[src/rtl/gamectrl_pkg.sv]
// Shared types and constants for the Tetris game controller.
// State encoding, one-hot move request codes, default board geometry and
// the saturating score helper.
package gamectrl_pkg;

  typedef enum logic [3:0] {
    S_IDLE  = 4'd0,
    S_SPAWN = 4'd1,
    S_FALL  = 4'd2,
    S_CHECK = 4'd3,
    S_LOCK  = 4'd4,
    S_CLEAR = 4'd5,
    S_OVER  = 4'd6
  } state_t;

  // One-hot grant codes produced by the request arbiter.
  localparam logic [3:0] REQ_GRAV  = 4'b0001;
  localparam logic [3:0] REQ_ROT   = 4'b0010;
  localparam logic [3:0] REQ_LEFT  = 4'b0100;
  localparam logic [3:0] REQ_RIGHT = 4'b1000;

  localparam int BOARD_W_DEF = 10;
  localparam int BOARD_H_DEF = 20;
  localparam int SPAWN_X_DEF = 4;

  // Add cleared lines to the score; more than 4 lines is treated as 4 and
  // the result saturates at 31.
  function automatic logic [4:0] score_add(input logic [4:0] s, input logic [2:0] lines);
    logic [2:0] l;
    logic [5:0] sum;
    l   = (lines > 3'd4) ? 3'd4 : lines;
    sum = {1'b0, s} + {3'b000, l};
    return (sum > 6'd31) ? 5'd31 : sum[4:0];
  endfunction

endpackage

[src/rtl/gamectrl_req_arb.sv]
// Pending move requests and their priority pick.
// Holds one sticky bit per request source (gravity, rotate, left, right).
// Grant priority is gravity > rotate > left/right; left and right pending
// together cancel each other (both cleared when taken, no grant issued).
module gamectrl_req_arb
  import gamectrl_pkg::*;
(
  input  logic       clk,
  input  logic       resetn,
  input  logic       en,
  input  logic       flush,
  input  logic       take,
  input  logic       tick_gravity,
  input  logic       rot_final,
  input  logic       left_final,
  input  logic       right_final,
  output logic [3:0] grant
);

  // Bit order follows the REQ_* codes: [0]=gravity [1]=rot [2]=left [3]=right.
  logic [3:0] pend_q;
  logic [3:0] set_v;
  logic [3:0] clr_v;
  logic       cancel;

  // Priority pick plus left/right cancel detection.
  always_comb begin
    grant  = 4'b0000;
    cancel = 1'b0;
    if (pend_q[0])                  grant  = REQ_GRAV;
    else if (pend_q[1])             grant  = REQ_ROT;
    else if (pend_q[2] && pend_q[3]) cancel = 1'b1;
    else if (pend_q[2])             grant  = REQ_LEFT;
    else if (pend_q[3])             grant  = REQ_RIGHT;
  end

  assign set_v = en ? {right_final, left_final, rot_final, tick_gravity} : 4'b0000;
  assign clr_v = flush ? 4'b1111 :
                 take  ? (grant | (cancel ? (REQ_LEFT | REQ_RIGHT) : 4'b0000)) :
                         4'b0000;

  // Pending bits; a new pulse wins over a same-cycle clear.
  always_ff @(posedge clk) begin
    if (!resetn) pend_q <= 4'b0000;
    else         pend_q <= (pend_q & ~clr_v) | set_v;
  end

endmodule

[src/rtl/game_ctrl_fsm.sv]
// Master sequencer for the Tetris gamelogic datapath.
// Owns the active piece and the score, funnels moves through one shared
// collision-checker port, and runs lock -> clear -> spawn with the board.
// Optional macro GAMECTRL_WATCHDOG_EN adds a checker timeout and the
// sticky chk_err output.
module game_ctrl_fsm
  import gamectrl_pkg::*;
#(
`ifdef GAMECTRL_WATCHDOG_EN
  parameter int CHK_TIMEOUT = 15,
`endif
  parameter int BOARD_W = BOARD_W_DEF,
  parameter int BOARD_H = BOARD_H_DEF,
  parameter int SPAWN_X = SPAWN_X_DEF
)(
  input  logic       CLOCK_50,
  input  logic       resetn,
  input  logic       start,
  input  logic       left_final,
  input  logic       right_final,
  input  logic       rot_final,
  input  logic       tick_gravity,
  output logic       chk_req,
  output logic [4:0] cand_x,
  output logic [4:0] cand_y,
  output logic [2:0] cand_rot,
  input  logic       chk_done,
  input  logic       collide,
  output logic       lock_req,
  input  logic       lock_done,
  output logic       clear_req,
  input  logic       clear_done,
  input  logic [2:0] lines_cleared,
  output logic [4:0] piece_x,
  output logic [4:0] piece_y,
  output logic [2:0] rot,
  output logic [2:0] shape_id,
  output logic [4:0] score,
  output logic [3:0] state,
  output logic       move_accept,
`ifdef GAMECTRL_WATCHDOG_EN
  output logic       chk_err,
`endif
  output logic       game_over
);

  // Handshakes: chk_req is a one-cycle strobe at the start of a check with
  // cand_* held until chk_done; lock_req/clear_req are levels held until
  // their done input is seen high at a clock edge.

  state_t     state_q, state_nxt;
  logic       chk_sent_q;
  logic [2:0] lfsr_q, lfsr_nxt;
  logic       cand_grav_q;
  logic       in_wait, resp_valid, resp_collide;
  logic       cand_ld, cand_grav_nxt;
  logic [4:0] cand_x_nxt, cand_y_nxt;
  logic [2:0] cand_rot_nxt;
  logic       commit, spawn_init, score_upd, score_clr, arb_take, arb_en;
  logic [3:0] grant;

  assign in_wait   = (state_q == S_SPAWN) || (state_q == S_CHECK);
  assign chk_req   = in_wait && !chk_sent_q;
  assign lock_req  = (state_q == S_LOCK);
  assign clear_req = (state_q == S_CLEAR);
  assign game_over = (state_q == S_OVER);
  assign state     = state_q;
  assign arb_en    = (state_q == S_FALL) || (state_q == S_CHECK);
  // x^3+x^2+1 shift register; never reaches zero from a non-zero seed.
  assign lfsr_nxt  = {lfsr_q[1:0], lfsr_q[2] ^ lfsr_q[1]};

`ifdef GAMECTRL_WATCHDOG_EN
  logic [3:0] wd_cnt_q;
  logic       wd_fire;
  assign wd_fire      = in_wait && !chk_done && (wd_cnt_q == 4'(CHK_TIMEOUT - 1));
  assign resp_valid   = chk_done || wd_fire;
  assign resp_collide = chk_done ? collide : 1'b1;

  // Watchdog: counts wait cycles of a check; a timeout reads as a collision.
  always_ff @(posedge CLOCK_50) begin
    if (!resetn) begin
      wd_cnt_q <= 4'd0;
      chk_err  <= 1'b0;
    end else begin
      wd_cnt_q <= (in_wait && (state_nxt == state_q)) ? wd_cnt_q + 4'd1 : 4'd0;
      if (wd_fire) chk_err <= 1'b1;
    end
  end
`else
  assign resp_valid   = chk_done;
  assign resp_collide = collide;
`endif

  gamectrl_req_arb u_arb (
    .clk          (CLOCK_50),
    .resetn       (resetn),
    .en           (arb_en),
    .flush        (spawn_init),
    .take         (arb_take),
    .tick_gravity (tick_gravity),
    .rot_final    (rot_final),
    .left_final   (left_final),
    .right_final  (right_final),
    .grant        (grant)
  );

  // Next-state and datapath strobes.
  always_comb begin
    state_nxt     = state_q;
    cand_ld       = 1'b0;
    cand_x_nxt    = piece_x;
    cand_y_nxt    = piece_y;
    cand_rot_nxt  = rot;
    cand_grav_nxt = 1'b0;
    commit        = 1'b0;
    spawn_init    = 1'b0;
    score_upd     = 1'b0;
    score_clr     = 1'b0;
    arb_take      = 1'b0;
    case (state_q)
      S_IDLE, S_OVER: begin
        if (start) begin
          state_nxt  = S_SPAWN;
          score_clr  = (state_q == S_OVER);
          cand_ld    = 1'b1;
          cand_x_nxt = 5'(SPAWN_X);
          cand_y_nxt = 5'd0;
          cand_rot_nxt = 3'd0;
        end
      end
      S_SPAWN: begin
        spawn_init = !chk_sent_q;
        if (resp_valid) state_nxt = resp_collide ? S_OVER : S_FALL;
      end
      S_FALL: begin
        arb_take = 1'b1;
        if (grant == REQ_GRAV) begin
          if (piece_y == 5'(BOARD_H - 1)) begin
            state_nxt = S_LOCK;
          end else begin
            cand_ld       = 1'b1;
            cand_y_nxt    = piece_y + 5'd1;
            cand_grav_nxt = 1'b1;
            state_nxt     = S_CHECK;
          end
        end else if (grant == REQ_ROT) begin
          cand_ld      = 1'b1;
          cand_rot_nxt = {1'b0, rot[1:0] + 2'd1};
          state_nxt    = S_CHECK;
        end else if ((grant == REQ_LEFT) && (piece_x != 5'd0)) begin
          cand_ld    = 1'b1;
          cand_x_nxt = piece_x - 5'd1;
          state_nxt  = S_CHECK;
        end else if ((grant == REQ_RIGHT) && (piece_x != 5'(BOARD_W - 1))) begin
          cand_ld    = 1'b1;
          cand_x_nxt = piece_x + 5'd1;
          state_nxt  = S_CHECK;
        end
      end
      S_CHECK: begin
        if (resp_valid) begin
          if (!resp_collide) begin
            commit    = 1'b1;
            state_nxt = S_FALL;
          end else begin
            state_nxt = cand_grav_q ? S_LOCK : S_FALL;
          end
        end
      end
      S_LOCK: begin
        if (lock_done) state_nxt = S_CLEAR;
      end
      S_CLEAR: begin
        if (clear_done) begin
          score_upd    = 1'b1;
          state_nxt    = S_SPAWN;
          cand_ld      = 1'b1;
          cand_x_nxt   = 5'(SPAWN_X);
          cand_y_nxt   = 5'd0;
          cand_rot_nxt = 3'd0;
        end
      end
      default: state_nxt = S_IDLE;
    endcase
  end

  // State register, piece/score/candidate registers and the shape LFSR.
  always_ff @(posedge CLOCK_50) begin
    if (!resetn) begin
      state_q     <= S_IDLE;
      chk_sent_q  <= 1'b0;
      lfsr_q      <= 3'b001;
      piece_x     <= 5'(SPAWN_X);
      piece_y     <= 5'd0;
      rot         <= 3'd0;
      shape_id    <= 3'd1;
      score       <= 5'd0;
      move_accept <= 1'b0;
      cand_x      <= 5'(SPAWN_X);
      cand_y      <= 5'd0;
      cand_rot    <= 3'd0;
      cand_grav_q <= 1'b0;
    end else begin
      state_q     <= state_nxt;
      chk_sent_q  <= in_wait && (state_nxt == state_q);
      move_accept <= commit;
      if (cand_ld) begin
        cand_x      <= cand_x_nxt;
        cand_y      <= cand_y_nxt;
        cand_rot    <= cand_rot_nxt;
        cand_grav_q <= cand_grav_nxt;
      end
      if (spawn_init) begin
        lfsr_q   <= lfsr_nxt;
        shape_id <= lfsr_nxt - 3'd1;
        piece_x  <= 5'(SPAWN_X);
        piece_y  <= 5'd0;
        rot      <= 3'd0;
      end
      if (commit) begin
        piece_x <= cand_x;
        piece_y <= cand_y;
        rot     <= cand_rot;
      end
      if (score_clr)      score <= 5'd0;
      else if (score_upd) score <= score_add(score, lines_cleared);
    end
  end

endmodule

[config.mk]
export PLATFORM = sky130hd
export DESIGN_NAME = game_ctrl_fsm
export DESIGN_NICKNAME = d
export VERILOG_FILES = /design/src/rtl/gamectrl_pkg.sv /design/src/rtl/gamectrl_req_arb.sv /design/src/rtl/game_ctrl_fsm.sv
export SDC_FILE = /design/constraint.sdc
export NUM_CORES = 1
export LEC_CHECK = 0
export CELL_PAD_IN_SITES_DETAIL_PLACEMENT = 0
export CELL_PAD_IN_SITES_GLOBAL_PLACEMENT = 1
export CORE_ASPECT_RATIO = 0.5
export CORE_MARGIN = 2
export CORE_UTILIZATION = 37
export DETAILED_ROUTE_END_ITERATION = 8
export MAX_ROUTING_LAYER = met4
export PLACE_DENSITY_LB_ADDON = 0.05
export REMOVE_ABC_BUFFERS = 1
export SYNTH_ARGS = -nofsm -noshare
export SYNTH_HDL_FRONTEND = slang
export SYNTH_SLANG_ARGS = --single-unit
[constraint.sdc]
create_clock -name CLOCK_50 -period 2.65 [get_ports CLOCK_50]
set_input_delay 0.3975 -clock CLOCK_50 [delete_from_list [all_inputs] [get_ports CLOCK_50]]
set_output_delay 0.3975 -clock CLOCK_50 [all_outputs]
set_load 0.02 [all_outputs]
### Yosys cells after proc, flatten, opt, wreduce, memory -nomap -nowiden

Index checks and enable logic that the tools add are counted.

| storage, ports and cells | value |
|---|---|
| register bits after elaboration | 48 |
| bits of input ports | 14 |
| word-level logic and storage cells | 123 |

| operators by class | value |
|---|---|
| add/subtract/negate cells | 6 |
| order comparisons | 2 |
| equal/unequal tests | 13 |
| multiplexer cells | 69 |
| bitwise logic cells | 6 |
| reductions and logical operators | 13 |

Operators with widths:

| operator | number |
|---|---|
| two-way mux 5 bit | 15 |
| two-way mux 4 bit | 18 |
| two-way mux 3 bit | 11 |
| case mux 5 bit (3 select lines) | 2 |
| case mux 4 bit (6 select lines) | 1 |
| two-way mux 1 bit | 20 |
| == test 4 x 3 -> 1 bit (second input constant) | 4 |
| == test 4 x 2 -> 1 bit (second input constant) | 3 |
| adder 5 x 1 -> 5 bit (second input constant) | 2 |
| case mux 3 bit (3 select lines) | 1 |
| == test 4 x 1 -> 1 bit (second input constant) | 2 |
| OR 4 bit | 2 |
| adder 5 x 3 -> 6 bit | 1 |
| greater-than comparator 6 x 5 -> 1 bit (second input constant) | 1 |
| == test 5 bit (second input constant) | 1 |
| logical AND 1 bit | 5 |
| != test 5 x 4 -> 1 bit (second input constant) | 1 |
| nonzero test 5 bit | 1 |
| subtractor 5 x 1 -> 5 bit (second input constant) | 1 |
| bitwise AND 4 bit | 1 |
| == test 4 bit | 1 |
| == test 4 bit (second input constant) | 1 |
| logical NOT 4 bit | 1 |
| NOT 4 bit | 1 |
| 10 further kinds | 12 |

### Logic depth before layout (Yosys ltp)

| logic depth | value |
|---|---|
| depth after elaboration | 14 |
| mapped depth | 9 |
| gate-level depth less buffers | 9 |

### Modules after synthesis

Synthesis repeated with hierarchy kept, for this count alone.

| second synthesis, totals | value |
|---|---|
| cell total of the unflattened synthesis | 280 |
| area total of the unflattened synthesis | 2551.2 sq um |

By module, submodules not included:

| module | times used | cells each | area each (sq um) |
|---|---|---|---|
| game_ctrl_fsm | 1 | 260 | 2356.0 |
| gamectrl_req_arb | 1 | 20 | 195.2 |

### Worst setup path after synthesis

No wires, ideal clock.

| timing path | value |
|---|---|
| path type | reg2reg |
| start | register piece_x[1] |
| end | register cand_x[3] |
| arrival time | 1.988 ns |
| required time | 2.534 ns |
| setup slack | 0.545 ns |
| cell stages (with the launch flop) | 9 |
| clock period less this slack | 2.105 ns |
| cell sequence | dfxtp_1 > inv_1 > ha_1 > and4bb_2 > o221a_2 > o211ai_2 > buf_4 > nor2_1 > a31o_2 |

| on the way | value |
|---|---|
| word-level cells in the longest chain between the ends | 7 |
| elaborated cells on any way between the ends | 16 |
| those cells by class | add/sub (2); eq/ne (1); mux (10); reduce/logical (3) |

Ends and longest elaborated chain:

| element | line | source |
|---|---|---|
| start: declaration | game_ctrl_fsm.sv:34 | `output logic [4:0] piece_x,` |
| start signal: assignment | game_ctrl_fsm.sv:193 | `piece_x <= 5'(SPAWN_X);` |
| start signal: assignment | game_ctrl_fsm.sv:216 | `piece_x <= 5'(SPAWN_X);` |
| start signal: assignment | game_ctrl_fsm.sv:221 | `piece_x <= cand_x;` |
| branches (longest 7 deep; another with adder 5 x 1 -> 5 bit) | n/a |  |
| end signal: assignment | game_ctrl_fsm.sv:199 | `cand_x <= 5'(SPAWN_X);` |
| end signal: assignment | game_ctrl_fsm.sv:208 | `cand_x <= cand_x_nxt;` |
| end: declaration | game_ctrl_fsm.sv:24 | `output logic [4:0] cand_x,` |

Parallel ways; which one is timed is not known.
A chain may end at the register's enable or synchronous reset.

### Final worst setup path

| timing path | value |
|---|---|
| start | register state_q[0], in the netlist state[0] |
| end | output port chk_req |

| on the way | value |
|---|---|
| word-level cells in the longest chain between the ends | 3 |
| elaborated cells on any way between the ends | 4 |
| those cells by class | eq/ne (2); reduce/logical (2) |

Ends and longest elaborated chain:

| element | line | source |
|---|---|---|
| start: declaration | game_ctrl_fsm.sv:51 | `state_t state_q, state_nxt;` |
| start signal: assignment | game_ctrl_fsm.sv:204 | `state_q <= state_nxt;` |
| == test 4 x 1 -> 1 bit or == test 4 x 2 -> 1 bit (tied branches) | game_ctrl_fsm.sv:62 | `assign in_wait = (state_q == S_SPAWN) \|\| (state_q == S_CHECK);` |
| logical OR 1 bit * | game_ctrl_fsm.sv:62 |  |
| logical AND 1 bit * | game_ctrl_fsm.sv:63 | `assign chk_req = in_wait && !chk_sent_q;` |
| end: declaration | game_ctrl_fsm.sv:23 | `output logic chk_req,` |

Mark *: on every way between the ends. The rest lies on a longest branch, timed or not.

==> reports/qor.csv <==
stage;metric;value;unit
timing;fin_skew;0.0101;ns
logic_synthesis;syn-instance-count;299;
clock_network;cts_setup_buffers;0;
logic_synthesis;synth_xor_area_share;2.07;%
setup_path;critPathRequiredTime;2.25;ns
routing;wl;7150;microns
setup_path;crit_arrival;2.04;ns
logic_synthesis;synth_fa_ha_area_share;4.72;%
timing;finalSetupViolations;0;
die;die_w;121;microns
logic_synthesis;yosys_warnings;0;
logic_synthesis;yosysSeqAreaShare;37.8;%
timing;rsz0062_at_grt;no;
setup_path;cp_cell_sequence;or3b_1 > nor2_1 > clkdlybuf4s50_1;
global_route;overflow;0;
layout;drive_above_1_share;8.12;%
timing;finalHoldViolations;0;
routing;detail_route.vias_per_cell;5.46;
global_route;grt_first_pass_wirelength;11600;microns
clock_network;ctsResizeCount;0;
timing;final.setup.tns;0;ns
die;ioPinCount;57;
die;dieHeight;62.6;microns
logic_synthesis;synthFlopType;dfxtp_1;
timing;fin_crit_sh;92.1;%
placed_design;dp_hpwl;5170;microns
clock_network;cts_made_buffers;5;
worst_hold_path;hold_class;register to register;
run_status;outcome;finished, final reports clean;
layout;final_cell_area;3380;sq um
setup_path;cp-start-kind;register;
routing;ant_nets;0;
clock_network;h-tree-depth;2;
timing;fmax;410;MHz
power_and_ir_drop;total_power;1500;uW
timing;timing.hold.ws;0.478;ns
global_route;grt_usage;19.6;%
clock_network;clock_sinks;48;
clock_network;cts_tree;yes;
logic_synthesis;synth_top_family_by_area;compound AO/OA/AOI/OAI gates;
die;core;6670;sq um
logic_synthesis;synthesis.area;2540;sq um
setup_path;crit_fanout;13;
clock_network;clk_latency;0.29;ns
setup_path;critPathMaxStageDelay;0.61;ns
layout;final_cells;449;
global_route;grt_max_degree;22;
logic_synthesis;synth.area.mux_share;1.57;%
timing;drv_slew;0;
logic_synthesis;ys_types;60;
clock_network;path_clk_slew;0.07;ns
setup_path;cp_top_family;buffers and inverters;
logic_synthesis;synth_edf_count;0;
die;fp-row-count;21;
layout;final_cell_mix;clkdlybuf4s50_1, dfxtp_1, nor2_1;
setup_path;critPathCaptureType;output port;
routing;drc;0;
clock_network;clockRootBuffer;clkbuf_16;
logic_synthesis;synth_async_sr_flop_share;0;%
global_route;grt_pass1_vias;2266;
power_and_ir_drop;p_leak;0.00129;uW
setup_path;crit_buf_inv;1;
setup_path;crit_slowest_cell;clkdlybuf4s50_1;
timing;worst_pin_slew;0.708;ns
timing;layout_min_cycle_time;2.44;ns
power_and_ir_drop;powerDensity;444;nW/um^2
setup_path;crit_type;register to output port;
job;maxCapViolCount;0;
placed_design;placed_cells;441;
layout;layout_commonest_cell;clkdlybuf4s50_1;
layout;fin_nets;379;
die;initial_core_util;38.1;%
placed_design;portBuffers;56;
logic_synthesis;synth-compound-area-share;25.3;%
placed_design;routabilityCongestion;0.913;
routing;via_count;2453;
routing;drt_first_pass_iters;4;
global_route;antenna_found_initial;0;
die;dieArea;7590;sq um
logic_synthesis;avgSynthCellArea;8.50;sq um
power_and_ir_drop;peakVddDrop;0.266;mV
clock_network;cts_hold_buffers;0;
routing;wire_per_inst;15.9;microns
placed_design;placed_area;3240;sq um
timing;relSlewSlack;52.7;%
clock_network;clock_path_buffers;2;
logic_synthesis;synth-simple-area-share;23.5;%
logic_synthesis;synth-seq-cells;48;
layout;num_antenna_cells;0;
routing;dr.first_iter.drc_count;129;
layout;area_growth;33.0;%
worst paths after layout:
check,end,slack [ns],cells after the start,start
worst max-delay path,chk_req,0.21,3,state[0]
worst min-delay path,cand_rot[0],0.48,2,cand_rot[0]
worst max register to register,cand_y[4],0.50,8,piece_x[0]
worst min register to register,cand_rot[0],0.48,2,cand_rot[0]
final cells by class:
class	instances	area, sq um
Clock buffer	8	146
Fill cell	659	3290
Inverter	12	45.0
Multi-Input combinational cell	222	1460
Sequential cell	48	961
Tap cell	92	115
Timing Repair Buffer	67	656
worst min-delay path: cells and delay by family, from the launching register on:
family	cells	cell delay (ns)
compound gates	1	0.06
flops	1	0.32
simple gates	1	0.05
state kept, by name, summed over array words and instances, names as in the netlist, 4 cells and up:
name and flops:
piece_x 5, cand_x 5, cand_y 5, state 4
piece_y 5, score 5, u_arb.pend_q 4
cells in the mapped netlist, types with 5 or more instances:
library cell  number  share of area (%)
a31oi_1            6                1.5
inv_1             11                1.6
a22o_1            13                4.5
nor2_1            29                4.3
clkbuf_1           9                1.3
nand2b_1           5                1.2
nor3_1            11                2.2
buf_2              5               0.98
nor2b_1            6                1.5
o21ai_0           14                2.8
ha_1               8                3.9
nand2_1           28                4.1
dfxtp_1           48                 38
a21oi_1           22                4.3
report_power, final:
part / internal (uW) / total, uW / switching (uW) / leakage (uW)
clock: 377 / 651 / 274 / 0.0000712
sequential: 729 / 739 / 10.1 / 0.000388
combinational: 52.4 / 112 / 59.2 / 0.000827
total: 1160 / 1500 / 343 / 0.00129
cells by family (layout without fill, tap and decap cells):
kind of cell,after synthesis,after routing
compound gates,92,92
xor+xnor,6,6
fa+ha+maj,9,9
buf+inv,29,87
flops,48,48
mux,4,4
other cells,1,1
simple gates,110,110
metal layers:
layer / up-vias / part of all wire [%] / global-route usage [%]
met4: 0 / 0.42 / 3.16
met3: 4 / 5.2 / 4.84
met2: 53 / 43 / 28.6
met5: - / 0 / -
met1: 1185 / 52 / 28.0
li1: 1211 / - / -
through the flow:
stage	setup WS [ns]	util, %
after CTS	0.185	50.7
after floorplan	0.133	-
final	0.210	50.7
after detailed placement	0.305	48.5
after global routing	0.0552	50.7
after global placement	0.392	48.5
(Power assumes the default switching activity.)
